File: config.mk
export PLATFORM = sky130hd
export DESIGN_NAME = phys_reg_free_list_flat
export DESIGN_NICKNAME = d
export VERILOG_FILES = /design/src/rtl/phys_reg_free_list_if.sv /design/src/rtl/phys_reg_free_list.sv /design/src/flat_wrapper.sv
export SDC_FILE = /design/constraint.sdc
export NUM_CORES = 1
export LEC_CHECK = 0
export CORE_MARGIN = 5
export CORE_UTILIZATION = 33
export CTS_CLUSTER_DIAMETER = 40
export CTS_CLUSTER_SIZE = 12
export DETAILED_ROUTE_END_ITERATION = 8
export SYNTH_ARGS = -nofsm -noshare
export SYNTH_HDL_FRONTEND = slang
export SYNTH_SLANG_ARGS = --single-unit
File: constraint.sdc
create_clock -name clk -period 11.9 [get_ports clk]
set_input_delay 2.975 -clock clk [delete_from_list [all_inputs] [get_ports clk]]
set_output_delay 2.975 -clock clk [all_outputs]
set_load 0.03 [all_outputs]
File: src/rtl/phys_reg_free_list_if.sv
// rtl/phys_reg_free_list_if.sv - rename-stage / free-list handshake bundle (fl_err present under FREELIST_ERR_CHK_EN)
interface phys_reg_free_list_if #(
  parameter int PHYS_COUNT    = 16,
  parameter int ARCH_COUNT    = 8,
  parameter int ALLOC_PORTS   = 4,
  parameter int RECLAIM_PORTS = 4,
  parameter int ADDR_WIDTH    = $clog2(PHYS_COUNT),
  parameter int FL_DEPTH      = PHYS_COUNT - ARCH_COUNT,
  parameter int CMT_W         = $clog2(ALLOC_PORTS + 1),
  parameter int CNT_W         = $clog2(FL_DEPTH + 1)
);
  logic                     clk_en;
  logic [ALLOC_PORTS-1:0]   alloc_req;
  logic [ALLOC_PORTS-1:0]   alloc_gnt;
  logic [ADDR_WIDTH-1:0]    alloc_addr [ALLOC_PORTS];
  logic [RECLAIM_PORTS-1:0] reclaim_en;
  logic [ADDR_WIDTH-1:0]    reclaim_addr [RECLAIM_PORTS];
  logic [CMT_W-1:0]         commit_cnt;
  logic                     flush;
  logic [CNT_W-1:0]         free_count;
  logic                     fl_empty;
`ifdef FREELIST_ERR_CHK_EN
  logic                     fl_err;
`endif

  modport master (
    output clk_en, alloc_req, reclaim_en, reclaim_addr, commit_cnt, flush,
`ifdef FREELIST_ERR_CHK_EN
    input  fl_err,
`endif
    input  alloc_gnt, alloc_addr, free_count, fl_empty
  );

  modport slave (
    input  clk_en, alloc_req, reclaim_en, reclaim_addr, commit_cnt, flush,
`ifdef FREELIST_ERR_CHK_EN
    output fl_err,
`endif
    output alloc_gnt, alloc_addr, free_count, fl_empty
  );
endinterface

File: src/rtl/phys_reg_free_list.sv
// rtl/phys_reg_free_list.sv - circular physical register free list with speculative/committed heads (checks under FREELIST_ERR_CHK_EN)
module phys_reg_free_list #(
  parameter int PHYS_COUNT    = 16,
  parameter int ARCH_COUNT    = 8,
  parameter int ALLOC_PORTS   = 4,
  parameter int RECLAIM_PORTS = 4,
  parameter int ADDR_WIDTH    = $clog2(PHYS_COUNT),
  parameter int FL_DEPTH      = PHYS_COUNT - ARCH_COUNT
) (
  input  logic                clk,
  input  logic                async_rst_n,
  phys_reg_free_list_if.slave bus
);
  localparam int PTR_W = (FL_DEPTH > 1) ? $clog2(FL_DEPTH) : 1;
  localparam int CNT_W = $clog2(FL_DEPTH + 1);

  logic [ADDR_WIDTH-1:0] r_entries [FL_DEPTH];
  logic [PTR_W-1:0]      r_spec_head;
  logic [PTR_W-1:0]      r_cmt_head;
  logic [PTR_W-1:0]      r_tail;
  logic [CNT_W-1:0]      r_free_count;
  // speculative allocations not yet committed; resolves the head==tail ambiguity on flush
  logic [CNT_W-1:0]      r_spec_cnt;

  logic [ALLOC_PORTS-1:0]   w_gnt;
  logic [ADDR_WIDTH-1:0]    w_addr [ALLOC_PORTS];
  int                       w_n_gnt;
  logic [RECLAIM_PORTS-1:0] w_push_en;
  logic [PTR_W-1:0]         w_push_ptr [RECLAIM_PORTS];
  int                       w_n_push;
  logic                     w_drop;
  logic [PTR_W-1:0]         w_spec_head_nx;
  logic [PTR_W-1:0]         w_cmt_head_nx;
  logic [PTR_W-1:0]         w_tail_nx;
  logic [CNT_W-1:0]         w_free_nx;
  logic [CNT_W-1:0]         w_spec_cnt_nx;

  function automatic logic [PTR_W-1:0] ptr_add(input logic [PTR_W-1:0] base, input int off);
    ptr_add = PTR_W'((int'(base) + off) % FL_DEPTH);
  endfunction

  // rank requesting ports in order and hand each the next free entry while entries remain
  always_comb begin
    int rank;
    rank  = 0;
    w_gnt = '0;
    for (int p = 0; p < ALLOC_PORTS; p++) begin
      w_addr[p] = '0;
      if (bus.clk_en && !bus.flush && bus.alloc_req[p] && (rank < int'(r_free_count))) begin
        w_gnt[p]  = 1'b1;
        w_addr[p] = r_entries[ptr_add(r_spec_head, rank)];
        rank      = rank + 1;
      end
    end
    w_n_gnt = rank;
  end

  assign bus.alloc_gnt  = w_gnt;
  assign bus.alloc_addr = w_addr;
  assign bus.free_count = r_free_count;
  assign bus.fl_empty   = (r_free_count == '0);

  // pack accepted reclaims at tail in port order; a push past FL_DEPTH free entries is dropped
  always_comb begin
    int acc;
    acc    = 0;
    w_drop = 1'b0;
    for (int q = 0; q < RECLAIM_PORTS; q++) begin
      w_push_en[q]  = 1'b0;
      w_push_ptr[q] = ptr_add(r_tail, acc);
      if (bus.clk_en && bus.reclaim_en[q]) begin
        if ((int'(r_free_count) + acc) < FL_DEPTH) begin
          w_push_en[q] = 1'b1;
          acc          = acc + 1;
        end else begin
          w_drop = 1'b1;
        end
      end
    end
    w_n_push = acc;
  end

  // pointer and counter updates; flush rewinds the speculative head to the post-commit head
  always_comb begin
    int f_tmp;
    int s_tmp;
    w_spec_head_nx = r_spec_head;
    w_cmt_head_nx  = r_cmt_head;
    w_tail_nx      = r_tail;
    w_free_nx      = r_free_count;
    w_spec_cnt_nx  = r_spec_cnt;
    f_tmp          = int'(r_free_count);
    s_tmp          = int'(r_spec_cnt);
    if (bus.clk_en) begin
      w_cmt_head_nx = ptr_add(r_cmt_head, int'(bus.commit_cnt));
      w_tail_nx     = ptr_add(r_tail, w_n_push);
      if (bus.flush) begin
        w_spec_head_nx = w_cmt_head_nx;
        f_tmp = int'(r_free_count) + w_n_push + int'(r_spec_cnt) - int'(bus.commit_cnt);
        s_tmp = 0;
      end else begin
        w_spec_head_nx = ptr_add(r_spec_head, w_n_gnt);
        f_tmp = int'(r_free_count) + w_n_push - w_n_gnt;
        s_tmp = int'(r_spec_cnt) + w_n_gnt - int'(bus.commit_cnt);
      end
      if (f_tmp > FL_DEPTH) f_tmp = FL_DEPTH;
      if (f_tmp < 0) f_tmp = 0;
      if (s_tmp > FL_DEPTH) s_tmp = FL_DEPTH;
      if (s_tmp < 0) s_tmp = 0;
      w_free_nx     = CNT_W'(f_tmp);
      w_spec_cnt_nx = CNT_W'(s_tmp);
    end
  end

  // state registers and entry writes; reset seeds the list with the non-architectural indices
  always_ff @(posedge clk or negedge async_rst_n) begin
    if (!async_rst_n) begin
      for (int i = 0; i < FL_DEPTH; i++) r_entries[i] <= ADDR_WIDTH'(ARCH_COUNT + i);
      r_spec_head  <= '0;
      r_cmt_head   <= '0;
      r_tail       <= '0;
      r_free_count <= CNT_W'(FL_DEPTH);
      r_spec_cnt   <= '0;
    end else if (bus.clk_en) begin
      for (int q = 0; q < RECLAIM_PORTS; q++)
        if (w_push_en[q]) r_entries[w_push_ptr[q]] <= bus.reclaim_addr[q];
      r_spec_head  <= w_spec_head_nx;
      r_cmt_head   <= w_cmt_head_nx;
      r_tail       <= w_tail_nx;
      r_free_count <= w_free_nx;
      r_spec_cnt   <= w_spec_cnt_nx;
    end
  end

`ifdef FREELIST_ERR_CHK_EN
  logic [PHYS_COUNT-1:0] w_in_list;
  logic                  w_err;
  logic                  r_fl_err;

  // in-list bitmap rebuilt from the live window spec_head .. tail
  always_comb begin
    w_in_list = '0;
    for (int i = 0; i < FL_DEPTH; i++)
      if (((i - int'(r_spec_head) + FL_DEPTH) % FL_DEPTH) < int'(r_free_count))
        w_in_list[r_entries[i]] = 1'b1;
  end

  // protocol violations: double free, overflow drop, freeing index 0, commit overrun
  always_comb begin
    w_err = 1'b0;
    if (bus.clk_en) begin
      if (w_drop) w_err = 1'b1;
      if (int'(bus.commit_cnt) > int'(r_spec_cnt)) w_err = 1'b1;
      for (int q = 0; q < RECLAIM_PORTS; q++) begin
        if (bus.reclaim_en[q]) begin
          if (bus.reclaim_addr[q] == '0) w_err = 1'b1;
          if (w_in_list[bus.reclaim_addr[q]]) w_err = 1'b1;
          for (int q2 = 0; q2 < q; q2++)
            if (bus.reclaim_en[q2] && (bus.reclaim_addr[q2] == bus.reclaim_addr[q])) w_err = 1'b1;
        end
      end
    end
  end

  // sticky error flag, cleared only by reset
  always_ff @(posedge clk or negedge async_rst_n) begin
    if (!async_rst_n) r_fl_err <= 1'b0;
    else if (w_err)   r_fl_err <= 1'b1;
  end

  assign bus.fl_err = r_fl_err;
`endif
endmodule
File: src/flat_wrapper.sv
// flat-port wrapper written by rule: the top's interface ports become plain ports
module phys_reg_free_list_flat 
#(
  parameter int PHYS_COUNT    = 16,
  parameter int ARCH_COUNT    = 8,
  parameter int ALLOC_PORTS   = 4,
  parameter int RECLAIM_PORTS = 4,
  parameter int ADDR_WIDTH    = $clog2(PHYS_COUNT),
  parameter int FL_DEPTH      = PHYS_COUNT - ARCH_COUNT
)
  (clk, async_rst_n, bus_clk_en, bus_alloc_req, bus_reclaim_en, bus_reclaim_addr, bus_commit_cnt, bus_flush, bus_alloc_gnt, bus_alloc_addr, bus_free_count, bus_fl_empty);
  phys_reg_free_list_if #(.PHYS_COUNT(PHYS_COUNT), .ARCH_COUNT(ARCH_COUNT), .ALLOC_PORTS(ALLOC_PORTS), .RECLAIM_PORTS(RECLAIM_PORTS), .ADDR_WIDTH(ADDR_WIDTH), .FL_DEPTH(FL_DEPTH)) bus_i ();
  input  logic clk;
  input  logic async_rst_n;
  input wire logic [$bits(bus_i.clk_en)-1:0] bus_clk_en;
  input wire logic [$bits(bus_i.alloc_req)-1:0] bus_alloc_req;
  input wire logic [$bits(bus_i.reclaim_en)-1:0] bus_reclaim_en;
  input wire logic [$bits(bus_i.reclaim_addr)-1:0] bus_reclaim_addr;
  input wire logic [$bits(bus_i.commit_cnt)-1:0] bus_commit_cnt;
  input wire logic [$bits(bus_i.flush)-1:0] bus_flush;
  output wire logic [$bits(bus_i.alloc_gnt)-1:0] bus_alloc_gnt;
  output wire logic [$bits(bus_i.alloc_addr)-1:0] bus_alloc_addr;
  output wire logic [$bits(bus_i.free_count)-1:0] bus_free_count;
  output wire logic [$bits(bus_i.fl_empty)-1:0] bus_fl_empty;
  assign bus_i.clk_en = bus_clk_en;
  assign bus_i.alloc_req = bus_alloc_req;
  assign bus_i.reclaim_en = bus_reclaim_en;
  assign bus_i.reclaim_addr = {>>{bus_reclaim_addr}};
  assign bus_i.commit_cnt = bus_commit_cnt;
  assign bus_i.flush = bus_flush;
  assign bus_alloc_gnt = bus_i.alloc_gnt;
  assign bus_alloc_addr = {>>{bus_i.alloc_addr}};
  assign bus_free_count = bus_i.free_count;
  assign bus_fl_empty = bus_i.fl_empty;
  phys_reg_free_list #(.PHYS_COUNT(PHYS_COUNT), .ARCH_COUNT(ARCH_COUNT), .ALLOC_PORTS(ALLOC_PORTS), .RECLAIM_PORTS(RECLAIM_PORTS), .ADDR_WIDTH(ADDR_WIDTH), .FL_DEPTH(FL_DEPTH)) u_core (.clk(clk), .async_rst_n(async_rst_n), .bus(bus_i));
endmodule
---- Yosys cells after proc, flatten, opt, wreduce, memory -nomap -nowiden ----
Cells that the tools add are included.
word-level totals
  bits in registers ....................... 49
  input bits .............................. 31
  output and inout port bits .............. 25
  logic and storage cells ................. 158
operators by class
  add/sub/neg operators ................... 24
  order comparisons ....................... 24
  muxes and demuxes ....................... 70
  bitwise gates (word level) .............. 8
  reductions and logical operators ........ 19
operators with widths
  kind                                                                    number
  32-bit 2-to-1 mux                                                       23
  5-bit by 32-bit adder with 32-bit output                                4
  32-bit bitwise mux                                                      4
  32-bit by 2-bit adder with 32-bit output (second input constant)        3
  32-bit by 5-bit < comparator with 1-bit output (second input constant)  3
  4-bit 2-to-1 mux                                                        18
  32-bit by 5-bit > comparator with 1-bit output (second input constant)  2
  32-bit by 1-bit < comparator with 1-bit output (second input constant)  2
  32-bit by 4-bit subtractor with 32-bit output                           2
  4-bit binary-select mux with 3-bit select                               4
  4-bit demux with 3-bit select                                           4
  32-bit by 5-bit adder with 32-bit output                                1
  4-bit greater-or-equal comparator (second input constant)               8
  32-bit by 5-bit < comparator with 1-bit output                          1
  3-bit inverter with 4-bit output                                        8
  32-bit subtractor                                                       1
  3-bit adder                                                             8
  1-bit logical AND                                                       17
  4-bit by 1-bit < comparator with 1-bit output (second input constant)   4
  1-bit 2-to-1 mux                                                        15
  4-bit by 1-bit adder with 5-bit output                                  1
  1-bit by 1-bit adder with 2-bit output (second input constant)          2
  4-bit zero test                                                         1
  1-bit by 4-bit < comparator with 1-bit output                           1
  8 further kinds                                                         8

---- Logic depth before layout (Yosys ltp) ----
  depth in word-level cells ............... 25
  depth in mapped cells ................... 29
  mapped depth without buffers ............ 27

---- Worst setup path after synthesis ----
Ideal clock, no wire load.
  path kind ............................... in2out
  start ................................... in bus_clk_en
  end ..................................... out bus_alloc_addr[0]
  arrival time ............................ 6.806 ns
  required time ........................... 8.925 ns
  path slack .............................. 2.119 ns
  cell stages on the path ................. 16
  buffers on the path ..................... 2
  path through ............................ clkbuf_1 inv_1 nor2_1 o311ai_1 inv_1 ha_1 ha_1 a21oi_1 o21ai_1 o21ai_0 inv_1 fa_1 buf_1 mux4_2 mux2i_1 nor2_1
between the ends
  longest elaborated chain between the ends .. 16
  elaborated cells between the ends (all ways) .. 23
  those cells by class .................... add/sub: 3; order compare: 3; mux: 7; bitwise: 1; reduce/logical: 9
RTL lines
  element                                                 RTL line                  text
  start, declared                                         flat_wrapper.sv:15        input wire logic [$bits(bus_i.clk_en)-1:0] bus_clk_en;
  1-bit logical AND *                                     phys_reg_free_list.sv:49  if (bus.clk_en && !bus.flush && bus.alloc_req[p] && (rank < int'(r_free_count))) begin
  1-bit logical AND (2 in series)                         phys_reg_free_list.sv:49
  1-bit 2-to-1 mux                                        phys_reg_free_list.sv:49
  1-bit by 4-bit < comparator with 1-bit output           phys_reg_free_list.sv:49
  1-bit logical AND                                       phys_reg_free_list.sv:49
  2-bit 2-to-1 mux                                        phys_reg_free_list.sv:49
  2-bit by 4-bit < comparator with 1-bit output           phys_reg_free_list.sv:49
  1-bit logical AND                                       phys_reg_free_list.sv:49
  32-bit 2-to-1 mux                                       phys_reg_free_list.sv:49
  3-bit adder                                             phys_reg_free_list.sv:39  ptr_add = PTR_W'((int'(base) + off) % FL_DEPTH);
  3-bit inverter with 4-bit output (not written as such)  phys_reg_free_list.sv:51  w_addr[p] = r_entries[ptr_add(r_spec_head, rank)];
  4-bit binary-select mux with 3-bit select               phys_reg_free_list.sv:51
  4-bit 2-to-1 mux (not written as such) (2 in series)    phys_reg_free_list.sv:51
  4-bit 2-to-1 mux *                                      phys_reg_free_list.sv:49
  end, declared                                           flat_wrapper.sv:22        output wire logic [$bits(bus_i.alloc_addr)-1:0] bus_alloc_addr;
Mark *: on every way between the ends. The rest lies on a longest branch, timed or not. The select of a mux whose other input is x is not followed.

---- Worst setup path in the final report ----
  start ................................... in bus_alloc_req[0]
  end ..................................... out bus_alloc_addr[1]
between the ends
  longest elaborated chain between the ends .. 15
  elaborated cells between the ends (all ways) .. 19
  those cells by class .................... add/sub: 3; order compare: 3; mux: 7; bitwise: 1; reduce/logical: 5
RTL lines
  element                                                 RTL line                  text
  start, declared                                         flat_wrapper.sv:16        input wire logic [$bits(bus_i.alloc_req)-1:0] bus_alloc_req;
  1-bit logical AND * (2 in series)                       phys_reg_free_list.sv:49
  1-bit 2-to-1 mux *                                      phys_reg_free_list.sv:49
  1-bit by 4-bit < comparator with 1-bit output           phys_reg_free_list.sv:49
  1-bit logical AND                                       phys_reg_free_list.sv:49
  2-bit 2-to-1 mux *                                      phys_reg_free_list.sv:49
  2-bit by 4-bit < comparator with 1-bit output           phys_reg_free_list.sv:49
  1-bit logical AND                                       phys_reg_free_list.sv:49
  32-bit 2-to-1 mux *                                     phys_reg_free_list.sv:49
  3-bit adder                                             phys_reg_free_list.sv:39
  3-bit inverter with 4-bit output (not written as such)  phys_reg_free_list.sv:51
  4-bit binary-select mux with 3-bit select               phys_reg_free_list.sv:51
  4-bit 2-to-1 mux (not written as such) (2 in series)    phys_reg_free_list.sv:51
  4-bit 2-to-1 mux *                                      phys_reg_free_list.sv:49
Marked as above.

==> results summary <==
The flow ran to the end, and the final reports show no timing, DRC or antenna violations. The global placer's final weighted congestion came out at 0.886. For this block, the initial DRC count from the detailed router was 472. The count of buffers added on input and output ports is 55. The worst setup path is captured at an output pin. The category of cells accounting for the largest share of critical-path delay is compound AO/OA/AOI/OAI gates.

In this run the cell area of the synthesized design comes to 0.00633 mm². Setup repair after global routing left no endpoint under its margin. The number of instances in the synthesized netlist came out at 708. The core region area came out at 0.0188 mm². The count of filler cells inserted in the layout came out at 1873. The worst path buffer plus inverter count came out at 4. The TritonCTS clock tree is built. The final net count is 824.

The number of synthesis warnings came out at 0. The clock root buffer is sky130_fd_sc_hd__clkbuf_16. The share of post-route cells with drive strength above 1 is 12.7%.

The share of synthesized area occupied by flip-flops and latches came out at 19.8%. The total power per unit cell area is 250 mW/mm². The critical path goes through clkdlybuf4s50_1, nor2_1, o311ai_1, inv_1, ha_1, ha_1, a21oi_1, o21ai_1, o21ai_0, inv_1, fa_1, xnor2_1, xnor2_1, mux2i_1, nor2_1, buf_4. The instance count after placement with tap cells included is 960.

Across all setup checks in the final design, the least slack found is 1.30 ns. The worst voltage drop across the vdd grid came out at 0.0000717 V. The count of H-tree levels built during CTS came out at 2. The fraction of met1 tracks used by global routing came out at 25.6%. The highest attainable clock frequency came out at 94.3 MHz. By startpoint and endpoint, the worst setup path is classified as in -> out. The later pin in the worst-skew pair is clocked with a latency of 0.31 ns. The iteration count of the initial detailed-routing pass is 5. The count of maximum capacitance violations is 0. The count of buffers added by post-CTS timing repair for setup came out at 0.

The cell taking the most area after synthesis is sky130_fd_sc_hd__mux2i_1. The path class of the tightest hold or removal check is reg -> reg. The number of storage elements in the synthesis netlist came out at 49. The initialized floorplan defines 50 standard-cell rows. The residual antenna-violating net count after detailed routing came out at 0. The first global-routing pass estimated 31800 µm of wire. The part of the cycle the worst path needs is 89.1%.

In this run the most used layer during global routing was met2. The final non-filler cell total came out at 968. The die covers 0.0220 mm². The height of the chip came out at 148 µm. For this run the aggregate overflow at the end of global routing stands at 0. The area growth from synthesis to final layout is 13.8%. At the pin with the least slew margin, the transition time is 1.05 ns. The die is 148 µm wide. The data arrival at the endpoint of the critical path came out at 7.62 ns. The post-synthesis area per instance came out at 8.94 µm². The I/O pin count is 56. The clock passes through at most 2 buffers. At the worst endpoint, the required time is 8.93 ns.

The count of final hold-check violations is 0. Dividing the detail-routed wire length by the instance count gives 20.9 µm. The clock transition at the registers of the reported paths is 0.08 ns. The global routing met2 resource utilization is 28.9%. Once the clock tree was built, the resizer swapped 0 gates to a different size. Entering global routing, the biggest net connects 50 pins. The count of final max-slew check failures came out at 0. The antenna diode count is 0. The total clock buffers created by CTS came out at 5. The number of sinks handled by clock tree synthesis came out at 49. The effective utilization at floorplan came out at 33.7%. The async set-or-reset flop fraction in the synthesized netlist is 100%. The top fanout value on the critical path came out at 7. The number of unique standard cell types used by synthesis is 67.

For this run, design rule violations remaining after detail routing come to 0. The number of flops mapped to enable cells by yosys came out at 0. Summed over all nets, the half-perimeter wirelength after detailed placement is 15300 µm.

The slowest cell on the critical path is sky130_fd_sc_hd__o311ai_1. In the synthesized netlist the dominant register cell turns out to be sky130_fd_sc_hd__dfrtp_1. After clock tree synthesis, the flow added hold-fix buffers numbering 0. The number of global-route vias before repair came to 5411. The relative slew slack came out at 29.5%. The final design instance area without fill came out at 0.00720 mm². STA classifies the critical path startpoint as an input pin. In this design, the stage delay of the slowest critical-path cell is 0.73 ns. In this run the static leakage power is 2.99 nW. Using the TritonRoute via totals, the vias-per-cell ratio works out to 5.81. The overall via count from detail_route came out at 5625. The share of Yosys cell area claimed by the top area cell type came out at 13.3%. OpenSTA, run right after detailed placement, puts the worst setup slack at 1.23 ns. The number of antenna violations at the first check in global routing came out at 0. The total of endpoints with negative setup slack in the final report came out at 0.

Sorting the synthesized cells by area gives the leading types as sky130_fd_sc_hd__mux2i_1 (13%), sky130_fd_sc_hd__mux4_2 (11%), sky130_fd_sc_hd__dfrtp_1 (11%). The total detailed-routing wirelength came out at 20200 µm. Across the routed clock network, the largest skew measured is 0.0149 ns. The sum of negative setup slack came out at 0 ns.

The placed instances occupy a cell area of 0.00703 mm². The total routing resource utilization after global routing came out at 18.3%. The shortest clock period the worst path allows after layout came out at 10.60 ns. For this run, global-route usage on met3 was measured as 3.90%.
-- per-stage QoR --
step | power [mW] | utilization, % | hold slack [ns]
2_1_floorplan | 1.31 | - | 0.464
3_3_place_gp | 1.61 | 37.4 | 0.483
3_5_place_dp | 1.61 | 37.4 | 0.493
4_1_cts | 1.80 | 38.4 | 0.508
5_1_grt | 1.95 | 38.4 | 0.525
6_report | 1.80 | 38.4 | 0.507
-- metal layers --
layer | routed length [µm] | vias up
met3 | 1670 | 27
met1 | 8850 | 2719
met5 | 0 | -
met2 | 9380 | 226
li1 | - | 2653
met4 | 329 | 0
-- registers in the layout (all words and copies together) (netlist names) --
register and count:
u_core.r_cmt_head 3, u_core.r_tail 3, u_core.r_spec_head 3, u_core.bus.free_count 4
u_core.r_spec_cnt 4, u_core.r_entries 32
-- power by group --
part / leakage [nW] / switching (mW) / total (mW) / internal [mW]
clock: 0.0831 / 0.0699 / 0.175 / 0.105
combinational: 2.33 / 0.585 / 1.16 / 0.579
sequential: 0.576 / 0.195 / 0.460 / 0.265
total: 2.99 / 0.850 / 1.80 / 0.949
-- cells in the final DEF, fill, tap and decap left out, types with 4 or more instances in the layout --
| master | netlist | layout |
|---|---|---|
| sky130_fd_sc_hd__a21o_1 | 5 | 5 |
| sky130_fd_sc_hd__a21oi_1 | 51 | 51 |
| sky130_fd_sc_hd__a31oi_1 | 4 | 4 |
| sky130_fd_sc_hd__and3_1 | 7 | 7 |
| sky130_fd_sc_hd__buf_4 | 1 | 9 |
| sky130_fd_sc_hd__clkbuf_16 | 0 | 5 |
| sky130_fd_sc_hd__clkdlybuf4s50_1 | 0 | 49 |
| sky130_fd_sc_hd__dfrtp_1 | 28 | 28 |
| sky130_fd_sc_hd__dfstp_2 | 21 | 21 |
| sky130_fd_sc_hd__fa_1 | 14 | 14 |
| sky130_fd_sc_hd__ha_1 | 46 | 46 |
| sky130_fd_sc_hd__inv_1 | 41 | 41 |
| sky130_fd_sc_hd__mux2i_1 | 84 | 84 |
| sky130_fd_sc_hd__mux4_2 | 32 | 32 |
| sky130_fd_sc_hd__nand2_1 | 76 | 76 |
| sky130_fd_sc_hd__nand2b_1 | 4 | 4 |
| sky130_fd_sc_hd__nand3_1 | 13 | 13 |
| sky130_fd_sc_hd__nand3_2 | 8 | 8 |
| sky130_fd_sc_hd__nand4_1 | 4 | 4 |
| sky130_fd_sc_hd__nor2_1 | 69 | 69 |
| sky130_fd_sc_hd__nor2b_1 | 6 | 6 |
| sky130_fd_sc_hd__nor3_1 | 8 | 8 |
| sky130_fd_sc_hd__o21ai_0 | 17 | 17 |
| sky130_fd_sc_hd__o21ai_1 | 4 | 4 |
| sky130_fd_sc_hd__o221ai_1 | 33 | 33 |
| sky130_fd_sc_hd__o22ai_1 | 4 | 4 |
| sky130_fd_sc_hd__xnor2_1 | 16 | 16 |
| sky130_fd_sc_hd__xor2_1 | 11 | 11 |
-- cell usage after synthesis (5+ instances only) --
master,instances
sky130_fd_sc_hd__mux2i_1,84
sky130_fd_sc_hd__nand2_1,76
sky130_fd_sc_hd__nor2_1,69
sky130_fd_sc_hd__a21oi_1,51
sky130_fd_sc_hd__ha_1,46
sky130_fd_sc_hd__inv_1,41
sky130_fd_sc_hd__o221ai_1,33
sky130_fd_sc_hd__mux4_2,32
sky130_fd_sc_hd__clkbuf_1,29
sky130_fd_sc_hd__dfrtp_1,28
sky130_fd_sc_hd__dfstp_2,21
sky130_fd_sc_hd__o21ai_0,17
sky130_fd_sc_hd__xnor2_1,16
sky130_fd_sc_hd__fa_1,14
sky130_fd_sc_hd__nand3_1,13
sky130_fd_sc_hd__buf_1,11
sky130_fd_sc_hd__xor2_1,11
sky130_fd_sc_hd__nand3_2,8
sky130_fd_sc_hd__nor3_1,8
sky130_fd_sc_hd__and3_1,7
sky130_fd_sc_hd__nor2b_1,6
sky130_fd_sc_hd__a21o_1,5
-- cell families after synthesis --
group / count (synthesis) / synth area share, %
simple gates: 226 / 17.6
fa+ha+maj: 61 / 13.7
compound gates: 139 / 14.6
flops: 49 / 19.8
mux: 120 / 25.4
other cells: 2 / 0.119
buf+inv: 84 / 5.06
xor+xnor: 27 / 3.74
-- layout make-up --
cell class / instances / area, µm² / share of cell area [%]
well taps: 234 / 293 / 4.07
flip-flops and latches: 49 / 1250 / 17.4
multi-input cells: 576 / 4760 / 66.1
inverters: 42 / 158 / 2.19
repair buffers: 59 / 563 / 7.82
clock inverters: 2 / 37.5 / 0.521
clock buffers: 6 / 139 / 1.93
-- path summary, 6_finish.rpt --
check                                    startpoint                  endpoint  slack [ns]  depth (start not counted)
setup / recovery                   bus_alloc_req[0]         bus_alloc_addr[1]        1.30                         16
hold / removal                 u_core.r_cmt_head[2]      u_core.r_cmt_head[2]        0.51                          1
setup reg to reg           u_core.bus.free_count[2]      u_core.r_spec_cnt[0]        4.96                         22
hold reg to reg                u_core.r_cmt_head[2]      u_core.r_cmt_head[2]        0.51                          1
max in group asynchronous               async_rst_n  u_core.bus.free_count[2]        8.64                          2
min in group asynchronous               async_rst_n      u_core.r_entries[29]        2.80                          2
(Power assumes the default switching activity.)
